--- config.mk ---
export PLATFORM = sky130hd
export DESIGN_NAME = chunked_serial_adder
export DESIGN_NICKNAME = d
export VERILOG_FILES = /design/src/rtl/chunked_serial_adder.sv
export SDC_FILE = /design/constraint.sdc
export NUM_CORES = 1
export LEC_CHECK = 0
export ABC_AREA = 1
export BUFFER_PORTS_ARGS = -buffer_cell sky130_fd_sc_hd__clkbuf_2
export CORE_UTILIZATION = 44
export DETAILED_ROUTE_END_ITERATION = 12
export HOLD_SLACK_MARGIN = 0.15
export PLACE_DENSITY = 0.64
export SLEW_MARGIN = 40
export SYNTH_ARGS = -nofsm -noshare
export SYNTH_HDL_FRONTEND = slang
export SYNTH_SLANG_ARGS = --single-unit
--- constraint.sdc ---
create_clock -name clk -period 5.4 [get_ports clk]
set_clock_uncertainty 0.05 [all_clocks]
set_input_delay 0.54 -clock clk [delete_from_list [all_inputs] [get_ports clk]]
set_output_delay 0.54 -clock clk [all_outputs]
set_load 0.02 [all_outputs]
--- src/rtl/chunked_serial_adder.sv ---
// Multi-cycle adder/subtractor: adds WIDTH-bit operands CHUNK bits per clock, LSB chunk first,
// carrying between chunks in a register. Subtract is a + ~b + ~cin.
module chunked_serial_adder #(
  parameter int WIDTH = 32,
  parameter int CHUNK = 8
) (
  input  logic             clk,
  input  logic             rst,
  input  logic             in_valid,
  output logic             in_ready,
  input  logic [WIDTH-1:0] a,
  input  logic [WIDTH-1:0] b,
  input  logic             cin,
  input  logic             sub,
  output logic             out_valid,
  input  logic             out_ready,
  output logic [WIDTH-1:0] sum,
  output logic             cout,
  output logic             ovf
);

  localparam int NCHUNK = WIDTH / CHUNK;
  localparam int KW = (NCHUNK > 1) ? $clog2(NCHUNK) : 1;
  localparam logic [KW-1:0] K_LAST = KW'(NCHUNK - 1);

  typedef enum logic [1:0] {IDLE, BUSY, DONE} state_t;

  // Handshakes: a transfer happens on a rising clk edge where valid && ready are both high;
  // in_ready and out_valid come only from registered state, never from inputs.
  state_t state, state_next;

  logic             live;
  logic [WIDTH-1:0] a_q, b_q;
  logic             carry;
  logic [KW-1:0]    k;
  logic [CHUNK-1:0] a_c, b_c, s_c;
  logic             c_out, c_msb;
  logic             accept, last;

  assign in_ready  = live && (state == IDLE);
  assign out_valid = (state == DONE);
  assign accept    = in_valid && in_ready;
  assign last      = (k == K_LAST);

  always_ff @(posedge clk or posedge rst) begin
    if (rst) state <= IDLE;
    else     state <= state_next;
  end

  always_comb begin
    state_next = state;
    case (state)
      IDLE:    if (accept) state_next = BUSY;
      BUSY:    if (last) state_next = DONE;
      DONE:    if (out_ready) state_next = IDLE;
      default: state_next = IDLE;
    endcase
  end

  assign a_c = a_q[k*CHUNK +: CHUNK];
  assign b_c = b_q[k*CHUNK +: CHUNK];
  assign {c_out, s_c} = {1'b0, a_c} + {1'b0, b_c} + {{CHUNK{1'b0}}, carry};
  // Carry into the chunk's top bit, recovered from that bit's sum.
  assign c_msb = a_c[CHUNK-1] ^ b_c[CHUNK-1] ^ s_c[CHUNK-1];

  always_ff @(posedge clk or posedge rst) begin
    if (rst) begin
      live  <= 1'b0;
      a_q   <= '0;
      b_q   <= '0;
      carry <= 1'b0;
      k     <= '0;
      sum   <= '0;
      cout  <= 1'b0;
      ovf   <= 1'b0;
    end else begin
      live <= 1'b1;
      if (accept) begin
        a_q   <= a;
        b_q   <= sub ? ~b : b;
        carry <= cin ^ sub;
        k     <= '0;
      end else if (state == BUSY) begin
        sum[k*CHUNK +: CHUNK] <= s_c;
        carry <= c_out;
        if (last) begin
          cout <= c_out;
          ovf  <= c_msb ^ c_out;
        end else begin
          k <= k + 1'b1;
        end
      end
    end
  end

endmodule

==> results.cfg <==
[critical_path]
critical_path_required_ns = 5.62
crit_top_cell = sky130_fd_sc_hd__nand2_1
cp.arrival_ns = 3.43
crit_path_start_kind = register
critical-path-top-delay-family = adder cells
buffers_plus_inverters_on_the_worst_setup_path = 1
timing.critical_path.slowest_cell_delay_ns = 0.71
crit_path_cell_trace = inv_1 > o21ai_0 > o22ai_1 > fa_1 > fa_1 > nand2_1 > nand2_1 > nand2_1 > xnor2_1 > nand3_1 > o21ai_0
critPathMaxFanout = 20
end_kind = register
slowest_stage_cell_on_the_critical_path = sky130_fd_sc_hd__dfrtp_1
worstSetupPathType = register to register

[outcome]
run_status = finished clean

[cells_and_area]
area_growth_syn_to_layout_pct = 16.6
final_layout_size_suffix_gt1_frac = 0.191
n_antenna_cell = 0
most_common_cell_after_layout_fill_and_taps_aside = sky130_fd_sc_hd__nand2_1
layoutNonFillerInstCount = 836
final_cell_mix = sky130_fd_sc_hd__nand2_1, sky130_fd_sc_hd__dfrtp_1, sky130_fd_sc_hd__clkbuf_2
final_net_count = 778
layout.cell_area.non_filler_um2 = 5950

[global_routing]
track_usage = 0.224
global_route.overflow_total = 0
grt_first_pass_wirelength_mm = 20.4
grt_pass1_vias = 4136
grt_max_degree = 62
number_of_antenna_violations_at_the_first_check_in_global_routing = 0

[sta]
worst_pin_slew_ns = 0.683
rsz0062_at_grt = false
timing.slew.headroom = 0.544
fin_worst_hold_slack_ns = 0.213
post-route-period-util = 0.595
timing.final.crit_period_ns = 3.21
final_count_of_negative_setup_slack_endpoints = 0
hold_violations = 0
final.setup.tns_ns = 0
maxSlewViolCount = 0
max_freq_mhz = 311

[pwr]
ratio_of_total_power_to_cell_area_nw_per_um2 = 678
p_total_mw = 4.03
vdd_drop_max_uv = 298
power.leakage_nw = 3.11

[detailed_routing]
drt_first_iter_violations = 233
routedWlPerCell_um = 14.6
antenna_left = 0
viasPerCell = 5.08
vias = 4245
drc = 0
first_pass_iters = 5
totalWireLength_mm = 12.2

[yosys]
mapped_avg_cell_area_um2 = 8.46
synth_top_cells_by_area = sky130_fd_sc_hd__dfrtp_1, sky130_fd_sc_hd__nand2_1, sky130_fd_sc_hd__o21ai_0, sky130_fd_sc_hd__xnor2_1, sky130_fd_sc_hd__ha_1
post_synth_instance_area_um2 = 5100
synthesis.yosys.warnings = 0
synthesis.nets = 688
yosys.area.top_type_share = 0.510
cell_taking_the_most_area_after_synthesis = sky130_fd_sc_hd__dfrtp_1
seq_area_frac_synth = 0.510
synth-seq-cells = 104
synth_cell_type_count = 31
synthesized_instance_count = 603

[floorplanning]
row_count = 38
io_pins = 106
dieWidth_um = 110
floorplan.initialDensity = 0.461
die_h_um = 110
dieArea_um2 = 12000
core_area_um2 = 11100

[clocking]
ctsResizeCount = 0
post-cts-setup-buffer-count = 0
cts.reportedPaths.clkPinSlew_ns = 0.07
cts_max_level = 3
cts_inserted_buffers = 9
tritoncts_num_sinks = 104
ctsRootBufferMaster = sky130_fd_sc_hd__clkbuf_16
cts_buffer_depth = 2
clock_tree_from_tritoncts = yes
cts_hold_buffers = 0
source_to_sink_clock_delay_at_the_later_pin_of_the_worst_skew_pair_ns = 0.35

[placed_design]
half_perimeter_wire_length_after_detailed_placement_mm = 9.11
port_buffer_cells = 105
placedInstanceArea_um2 = 5690
replace_congestion = 0.835
place_inst = 822

[run]
max_cap_viol_count = 0

[hold_path]
worstHoldPathType = input port to asynchronous set/reset pin
==> report_power, final <==
| part | internal, mW | total, mW | switching (mW) |
|---|---|---|---|
| combinational | 0.706 | 2.10 | 1.39 |
| sequential | 1.11 | 1.34 | 0.233 |
| clock | 0.320 | 0.593 | 0.273 |
| total | 2.13 | 4.03 | 1.90 |
==> registers in the layout (all words and copies together), names as in the netlist <==
register  flops
b_q          32
cout          1
carry         1
sum          32
a_q          32
ovf           1
state         2
live          1
k             2
==> layer usage <==
metal,GRT usage,up-vias,routed length [um]
li1,-,2117,-
met3,0.0391,20,573
met4,0.0924,0,265
met1,0.296,1992,5550
met2,0.363,116,5830
met5,0,-,0
==> final cells by class <==
| cell class | count | area [um2] |
|---|---|---|
| timing repair buffer | 108 | 551 |
| clock inverter | 1 | 5.00 |
| fill | 1065 | 5130 |
| inverter | 27 | 104 |
| multi-input combinational | 443 | 2260 |
| tap | 140 | 175 |
| sequential | 104 | 2600 |
| clock buffer | 13 | 250 |
==> synthesized netlist by cell type <==
| library cell | count |
|---|---|
| sky130_fd_sc_hd__or2_2 | 1 |
| sky130_fd_sc_hd__buf_1 | 5 |
| sky130_fd_sc_hd__nand4_1 | 7 |
| sky130_fd_sc_hd__buf_6 | 1 |
| sky130_fd_sc_hd__nor3b_2 | 1 |
| sky130_fd_sc_hd__nand2_2 | 3 |
| sky130_fd_sc_hd__dfrtp_1 | 104 |
| sky130_fd_sc_hd__nor3_4 | 1 |
| sky130_fd_sc_hd__inv_2 | 2 |
| sky130_fd_sc_hd__a21oi_1 | 4 |
| sky130_fd_sc_hd__nand3_1 | 17 |
| sky130_fd_sc_hd__clkbuf_1 | 11 |
| sky130_fd_sc_hd__a22o_1 | 5 |
| sky130_fd_sc_hd__nor2_4 | 2 |
| sky130_fd_sc_hd__clkinv_1 | 1 |
| sky130_fd_sc_hd__ha_1 | 13 |
| sky130_fd_sc_hd__nand2_1 | 209 |
| sky130_fd_sc_hd__nand2_4 | 1 |
| sky130_fd_sc_hd__fa_1 | 2 |
| sky130_fd_sc_hd__inv_1 | 24 |
| sky130_fd_sc_hd__conb_1 | 1 |
| sky130_fd_sc_hd__a31oi_1 | 1 |
| sky130_fd_sc_hd__xor2_1 | 1 |
| sky130_fd_sc_hd__o21ai_1 | 1 |
| sky130_fd_sc_hd__o21ai_0 | 78 |
| sky130_fd_sc_hd__buf_2 | 9 |
| sky130_fd_sc_hd__xnor2_1 | 35 |
| sky130_fd_sc_hd__nor2_1 | 42 |
| sky130_fd_sc_hd__o22ai_1 | 17 |
| sky130_fd_sc_hd__buf_4 | 3 |
| sky130_fd_sc_hd__o31ai_1 | 1 |
==> worst reg2reg max path, cell delays in order (launching register included) <==
cell and delay (ns):
sky130_fd_sc_hd__dfrtp_1 0.71, sky130_fd_sc_hd__inv_1 0.47, sky130_fd_sc_hd__o21ai_0 0.18, sky130_fd_sc_hd__o22ai_1 0.11, sky130_fd_sc_hd__fa_1 0.44, sky130_fd_sc_hd__fa_1 0.42
sky130_fd_sc_hd__nand2_1 0.09, sky130_fd_sc_hd__nand2_1 0.08, sky130_fd_sc_hd__nand2_1 0.09, sky130_fd_sc_hd__xnor2_1 0.18, sky130_fd_sc_hd__nand3_1 0.13, sky130_fd_sc_hd__o21ai_0 0.18
==> cell families (layout without fill, tap and decap cells) <==
kind of cell | Yosys count | in the layout | share of synthesized area
AOI/OAI and AO/OA | 107 | 107 | 0.114
xor gates and xnor gates | 36 | 36 | 0.0618
adders and majority gates | 15 | 15 | 0.0397
buffers and inverters | 56 | 149 | 0.0471
DFF | 104 | 104 | 0.510
other | 1 | 1 | 0.000735
and+or+nand+nor | 284 | 284 | 0.227
==> final timing paths <==
check | end | from | cells past startpoint | slack, ns
min in group clk | state[1]$_DFFE_PP0P_ | out_ready | 2 | 0.32
worst min register to register | a_q[21]$_DFFE_PP0P_ | a_q[21]$_DFFE_PP0P_ | 2 | 0.43
max in group asynchronous | b_q[4]$_DFFE_PP0P_ | rst | 3 | 3.93
worst max register to register | sum[28]$_DFFE_PP0P_ | k[1]$_DFFE_PP0P_ | 11 | 2.19
worst min-delay path | sum[24]$_DFFE_PP0P_ | rst | 2 | 0.21
worst max-delay path | sum[28]$_DFFE_PP0P_ | k[1]$_DFFE_PP0P_ | 11 | 2.19
==> per-stage QoR <==
stage / worst slack (ns) / utilization
final: 2.19 / 0.537
after floorplan: 2.08 / -
after CTS: 1.47 / 0.537
after global placement: 1.64 / 0.514
after detailed placement: 1.48 / 0.514
after global routing: 1.86 / 0.537
No activity file was read; power rests on OpenSTA's default activity.
